## src/rtl/psmac_pkg.sv

```systemverilog
// Shared definitions for the fragment multiplier datapath: MFU sign-mode codes
// and the fragment issuer state encoding.
package psmac_pkg;

    localparam logic [1:0] UU = 2'b00;
    localparam logic [1:0] US = 2'b01;
    localparam logic [1:0] SU = 2'b10;
    localparam logic [1:0] SS = 2'b11;

    typedef enum logic {
        IDLE  = 1'b0,
        ISSUE = 1'b1
    } state_t;

endpackage

```

## src/rtl/psmac_frag_issue.sv

```systemverilog
// Splits one operand pair into K*K 2-bit fragment pairs (op_b index inner),
// tagging each with its MFU sign mode and product shift for the accumulator.
module psmac_frag_issue
    import psmac_pkg::*;
#(
    parameter int N  = 8,
    parameter int SW = $clog2(2*N)
) (
    input  logic          clk,
    input  logic          rst_n,
    input  logic [N-1:0]  op_a,
    input  logic [N-1:0]  op_b,
    input  logic          a_signed,
    input  logic          b_signed,
    input  logic          in_valid,
    output logic          in_ready,
    output logic [1:0]    frag_a,
    output logic [1:0]    frag_b,
    output logic [1:0]    frag_sel,
    output logic [SW-1:0] frag_shift,
    output logic          frag_last,
    output logic          frag_valid,
    input  logic          frag_ready
);

    localparam int K  = N / 2;
    localparam int IW = $clog2(K);
    localparam logic [IW-1:0] LAST_IDX = IW'(K - 1);

    state_t         state, state_nxt;
    logic [N-1:0]   a_q, b_q;
    logic           as_q, bs_q;
    logic [IW-1:0]  i_q, j_q;

    logic           accept, xfer, advance;
    logic [N-1:0]   src_a, src_b, sh_a, sh_b;
    logic           src_as, src_bs;
    logic [IW-1:0]  ld_i, ld_j;
    logic [SW-1:0]  idx_sum;

    assign accept  = in_valid & in_ready;
    assign xfer    = frag_valid & frag_ready;
    assign advance = accept | (xfer & ~frag_last);

    // State register
    always_ff @(posedge clk) begin
        if (!rst_n) state <= IDLE;
        else        state <= state_nxt;
    end

    // Next-state logic
    // NOTE: every combinational output gets a default first, so no path can infer a latch.
    always_comb begin
        state_nxt = state;
        case (state)
            IDLE:    if (in_valid)               state_nxt = ISSUE;
            ISSUE:   if (frag_ready && frag_last) state_nxt = IDLE;
            default:                              state_nxt = IDLE;
        endcase
    end

    // Output logic
    always_comb begin
        in_ready = (state == IDLE);
    end

    // The first fragment comes straight from the inputs (operands not yet
    // captured); later fragments walk the captured copy.
    always_comb begin
        src_a  = a_q;
        src_b  = b_q;
        src_as = as_q;
        src_bs = bs_q;
        ld_i   = i_q;
        ld_j   = j_q;
        if (state == IDLE) begin
            src_a  = op_a;
            src_b  = op_b;
            src_as = a_signed;
            src_bs = b_signed;
            ld_i   = '0;
            ld_j   = '0;
        end else if (j_q == LAST_IDX) begin
            ld_i = i_q + IW'(1);
            ld_j = '0;
        end else begin
            ld_j = j_q + IW'(1);
        end
    end

    assign sh_a    = src_a >> {ld_i, 1'b0};
    assign sh_b    = src_b >> {ld_j, 1'b0};
    assign idx_sum = SW'(ld_i) + SW'(ld_j);

    // NOTE: registers use non-blocking assignments so every flop samples pre-edge values.
    // NOTE: the operand copy is reset too, since it is cheap and keeps post-reset state fully defined.
    always_ff @(posedge clk) begin
        if (!rst_n) begin
            a_q        <= '0;
            b_q        <= '0;
            as_q       <= 1'b0;
            bs_q       <= 1'b0;
            i_q        <= '0;
            j_q        <= '0;
            frag_a     <= '0;
            frag_b     <= '0;
            frag_sel   <= '0;
            frag_shift <= '0;
            frag_last  <= 1'b0;
            frag_valid <= 1'b0;
        end else begin
            if (accept) begin
                a_q  <= op_a;
                b_q  <= op_b;
                as_q <= a_signed;
                bs_q <= b_signed;
            end
            if (advance) begin
                i_q        <= ld_i;
                j_q        <= ld_j;
                frag_a     <= sh_a[1:0];
                frag_b     <= sh_b[1:0];
                frag_sel   <= {src_as & (ld_i == LAST_IDX), src_bs & (ld_j == LAST_IDX)};
                frag_shift <= {idx_sum[SW-2:0], 1'b0};
                frag_last  <= (ld_i == LAST_IDX) && (ld_j == LAST_IDX);
                frag_valid <= 1'b1;
            end else if (xfer) begin
                frag_valid <= 1'b0;
            end
        end
    end

endmodule

```

## config.mk

```make
export PLATFORM = sky130hd
export DESIGN_NAME = psmac_frag_issue
export DESIGN_NICKNAME = d
export VERILOG_FILES = /design/src/rtl/psmac_pkg.sv /design/src/rtl/psmac_frag_issue.sv
export SDC_FILE = /design/constraint.sdc
export NUM_CORES = 1
export LEC_CHECK = 0
export CAP_MARGIN = 40
export CORE_ASPECT_RATIO = 1.1
export CORE_MARGIN = 3
export CORE_UTILIZATION = 53
export CTS_CLUSTER_SIZE = 20
export DETAILED_ROUTE_END_ITERATION = 10
export GPL_TIMING_DRIVEN = 0
export PLACE_DENSITY_LB_ADDON = 0.12
export SLEW_MARGIN = 20
export SYNTH_ARGS = -nofsm -noshare
export SYNTH_HDL_FRONTEND = slang
export SYNTH_SLANG_ARGS = --single-unit
```

## constraint.sdc

```tcl
create_clock -name clk -period 4.8 [get_ports clk]
set_clock_uncertainty 0.1 [all_clocks]
set_input_delay 0.48 -clock clk [delete_from_list [all_inputs] [get_ports clk]]
set_output_delay 0.48 -clock clk [all_outputs]
set_load 0.02 [all_outputs]
```

==> Word level (Yosys, flattened, before mapping) <==
Index checks and enable logic that the tools add are counted.
{ "totals": {"register_bits": 34} }
{ "classes": {"addsub": 3, "n_eq_ne": 3, "shift": 2, "mux": 13, "bitwise": 8, "n_reduce_logical": 3} }
{ "op_table": {"columns": ["op", "n"], "rows": [
  ["2-to-1 mux 8 bit", 2],
  [">> shifter 8 x 3 -> 2 bit", 2],
  ["2-to-1 mux 2 bit", 4],
  ["== test 2 bit, second input constant", 3],
  ["2-to-1 mux 1 bit", 6],
  ["AND 1 bit", 5],
  ["adder 2 x 1 -> 2 bit, second input constant", 2],
  ["adder 2 x 2 -> 3 bit", 1],
  ["logical AND 1 bit", 2],
  ["inverter 1 bit", 2],
  ["case mux 1 bit (2 select lines)", 1],
  ["nonzero test 2 bit", 1],
  ["OR 1 bit", 1]
]} }

==> Longest topological paths before layout <==
{ "logic_depth": {"depth_word": 5, "depth_mapped": 8} }

==> Worst setup path before layout <==
OpenSTA, ideal clock, no wires.
{ "synth_timing": {"path_kind": "reg2reg", "startpoint": "register j_q[0]", "endpoint": "register frag_shift[2]", "t_arrival_ns": 1.775, "required_time_ns": 4.614, "setup_slack_ns": 2.840, "stages_incl_launch_ff": 9, "n_path_buf": 1, "period_less_slack_ns": 1.960, "cell_sequence": "dfxtp_1 > ha_1 > buf_6 > xor2_2 > and2_1 > ha_1 > inv_1 > fa_1 > a211oi_1"} }
{ "synth_between": {"elab_chain_len": 4, "elab_cells_between_ends": 7, "cone_classes": "add/sub (2); eq/ne (1); mux (4)"} }
{ "synth_lines": {"columns": ["element", "line_no", "text"], "rows": [
  ["start, declared", "psmac_frag_issue.sv:33", "logic [IW-1:0] i_q, j_q;"],
  ["start signal, assigned", "psmac_frag_issue.sv:120", "j_q <= ld_j;"],
  ["== test 2 bit", "psmac_frag_issue.sv:83", "end else if (j_q == LAST_IDX) begin"],
  ["2-to-1 mux 2 bit", "psmac_frag_issue.sv:83", null],
  ["2-to-1 mux 2 bit", "psmac_frag_issue.sv:76", "if (state == IDLE) begin"],
  ["named net ld_i[0]", "psmac_frag_issue.sv:38", "logic [IW-1:0] ld_i, ld_j;"],
  ["adder 2 x 2 -> 3 bit", "psmac_frag_issue.sv:93", "assign idx_sum = SW'(ld_i) + SW'(ld_j);"],
  ["end signal, assigned", "psmac_frag_issue.sv:124", "frag_shift <= {idx_sum[SW-2:0], 1'b0};"],
  ["end, declared", "psmac_frag_issue.sv:20", "output logic [SW-1:0] frag_shift,"]
]} }
The timed path passes the listed nets, and every way through them passes these cells.
A chain may end at the register's enable or synchronous reset.

==> Final worst setup path <==
Same ends and word-level chain as after synthesis.

==> impl_metrics.ini <==
[run_status]
status = finished, final reports clean

[floorplan]
coreArea_mm2 = 0.00283
rows = 20
die_x_um = 58.2
dieArea_mm2 = 0.00369
io_pins = 35
initial_core_util_pct = 56.2
fp.dieH_um = 63.4

[global_routing]
antenna_found_initial = 0
grt_max_degree = 11
grt_pass1_vias = 1474
grt_pass1_wl_um = 6470
grt_use_total_pct = 22.6
grt_remaining_overflow = 0

[cts]
ctsHoldBuffers = 0
cts_setup_buffers = 0
cts_buffer_depth = 2
cts_root_buffer = clkbuf_4
clk_latency_ns = 0.35
cts_inserted_buffers = 5
htreeDepth = 2
cts_resized = 0
clkSinkCount = 34
path_clk_slew_ns = 0.10
cts_tree = built

[detailed_routing]
wl_per_cell_um = 14.1
drtIter0Drc = 81
ant_nets = 0
totalWireLength_um = 3810
vias = 1502
vias_per_cell = 5.58
drcViolationCount = 0
drt_first_pass_iters = 4

[finish]
layout-drive-gt1-share_pct = 7.63
antenna_cells = 0
final_area_mm2 = 0.00202
multi_input_area_um2 = 813
nNetsFinal = 260
areaGrowthSynthToFinish_pct = 27.2
fillers = 253
regArea_um2 = 681

[placed_design]
placed_area_mm2 = 0.00196
place_hpwl_um = 2840
routabilityCongestion = 0.796
io_buffers = 33

[synth]
syn-num-nets = 220
syn_area_mm2 = 0.00159
synth_cells = 195
synth_ff_type = dfxtp_1
ys_seq_elements = 34
ys_seq_area_share_pct = 42.8
synth_cell_types = 38
synth_edf_count = 0
yosysWarnings = 0
syn_avg_cell_area_um2 = 8.15
async_flop_share_pct = 0

[timing]
max_freq_mhz = 461
fin_crit_sh_pct = 45.2
finalHoldViolCount = 0
drv_slew = 0
tns_ns = 0
rsz0062_at_grt = no
setup_viol = 0
fin_crit_ns = 2.17

[power]
power_density_mw_per_mm2 = 287
leakagePower_nw = 0.745
ir_drop_mv = 0.272
p_total_w = 0.000580

[critical_path]
required_ns = 4.97
crit_fanout = 10
startpoint_type = flop
critical_path.endpoint_type = flop
crit_arrival_ns = 2.34
path_class = flop to flop

[run]
maxCapViolCount = 0

[hold_path]
hp-class = flop to flop
[report_power, final]
| part | internal [W] | leakage, nW | switching [W] | total, W |
|---|---|---|---|---|
| combinational | 0.0000483 | 0.431 | 0.0000560 | 0.000104 |
| sequential | 0.000298 | 0.279 | 0.00000894 | 0.000307 |
| clock | 0.0000709 | 0.0353 | 0.0000980 | 0.000169 |
[final timing paths]
check                                          from                          to  slack (ns)  depth (start not counted)
worst max register to register  j_q[0]$_SDFFE_PN0P_  frag_shift[2]$_SDFFE_PN0P_        2.63                          8
worst max-delay path            j_q[0]$_SDFFE_PN0P_  frag_shift[2]$_SDFFE_PN0P_        2.63                          8
worst min register to register  b_q[4]$_SDFFE_PN0P_         b_q[4]$_SDFFE_PN0P_        0.36                          2
worst min-delay path            b_q[4]$_SDFFE_PN0P_         b_q[4]$_SDFFE_PN0P_        0.36                          2
[routing by layer]
| layer | wire length (µm) | GRT usage, % | vias up |
|---|---|---|---|
| met1 | 1610 | 27.1 | 698 |
| met3 | 170 | 5.53 | 8 |
| li1 | - | - | 754 |
| met2 | 1960 | 37.6 | 42 |
| met4 | 65 | 9.86 | 0 |
| met5 | 0 | 0 | - |
[flip-flops by register name (all words and copies together) (netlist names)]
signal      count
j_q             2
i_q             2
bs_q            1
b_q             8
a_q             8
frag_last       1
as_q            1
frag_shift      3
frag_valid      1
frag_a          2
frag_sel        2
frag_b          2
state           1
[metrics by stage]
step | std cells | hold slack, ns | setup slack [ns] | utilization, %
after floorplan | 195 | 0.331 | 2.84 | -
final | 269 | 0.364 | 2.63 | 71.5
after detailed placement | 261 | 0.350 | 2.67 | 69.3
after CTS | 269 | 0.365 | 2.64 | 71.5
after global placement | 261 | 0.341 | 2.70 | 69.3
after global routing | 269 | 0.390 | 2.47 | 71.5
[cell usage after synthesis, drive strengths merged, types with 2 or more instances]
cell	instances	area, µm²
o31ai	2	15.0
mux2i	7	70.1
ha	2	25.0
nor2	11	41.3
dfxtp	34	681
and2	2	12.5
inv	2	7.51
a211o	2	17.5
a31oi	4	25.0
o21ai	2	10.0
buf	7	50.1
nor2b	2	12.5
nand3	7	35.0
nand3b	2	15.0
a211oi	2	15.0
clkbuf	9	33.8
a41o	2	20.0
o2111ai	2	17.5
a21oi	27	139
nand2	51	191
o221ai	2	17.5
[area by class of cell]
cell class	instances	area share, %
Multi-Input combinational cell	142	40.2
Sequential cell	34	33.7
Timing Repair Buffer	33	16.3
Buffer	16	4.15
Clock buffer	7	2.72
Tap cell	33	2.04
Inverter	3	0.557
Clock inverter	1	0.248
[critical path: stages, from the launching register on]
cell	delay [ns]
dfxtp_1	0.35
ha_1	0.22
buf_6	0.17
xor2_2	0.21
and2_1	0.18
ha_1	0.15
inv_1	0.05
fa_1	0.47
a211oi_1	0.19
[placed cells by master, fill, tap and decap left out, drive strengths merged]
cell | netlist | final
o21a | 1 | 1
dfxtp | 34 | 34
o31ai | 2 | 2
o221ai | 2 | 2
clkdlybuf4s50 | 0 | 33
nand2 | 51 | 51
o2111ai | 2 | 2
o211ai | 1 | 1
nand3 | 7 | 7
fa | 1 | 1
o21ai | 2 | 2
nor2 | 11 | 11
and2 | 2 | 2
mux2i | 7 | 7
nand2b | 1 | 1
nor3b | 1 | 1
nor2b | 2 | 2
clkinv | 1 | 2
a31oi | 4 | 4
and4b | 1 | 1
a21boi | 1 | 1
ha | 2 | 2
a211oi | 2 | 2
clkbuf | 9 | 16
or3b | 1 | 1
a21oi | 27 | 27
buf | 7 | 7
a41o | 2 | 2
inv | 2 | 2
a211o | 2 | 2
xor2 | 1 | 1
nand3b | 2 | 2
and3b | 1 | 1
and4bb | 1 | 1
nor4bb | 1 | 1
conb | 1 | 1
[logic make-up (layout without fill, tap and decap cells)]
family,Yosys count,after routing,synth area share (%)
and+or+nand+nor,82,82,23.9
adders and majority gates,3,3,2.83
xor gates and xnor gates,1,1,1.02
DFF,34,34,42.8
muxes,7,7,4.41
other,1,1,0.236
buffers and inverters,19,60,5.98
AOI/OAI and AO/OA,48,48,18.8
(Power assumes the default switching activity.)
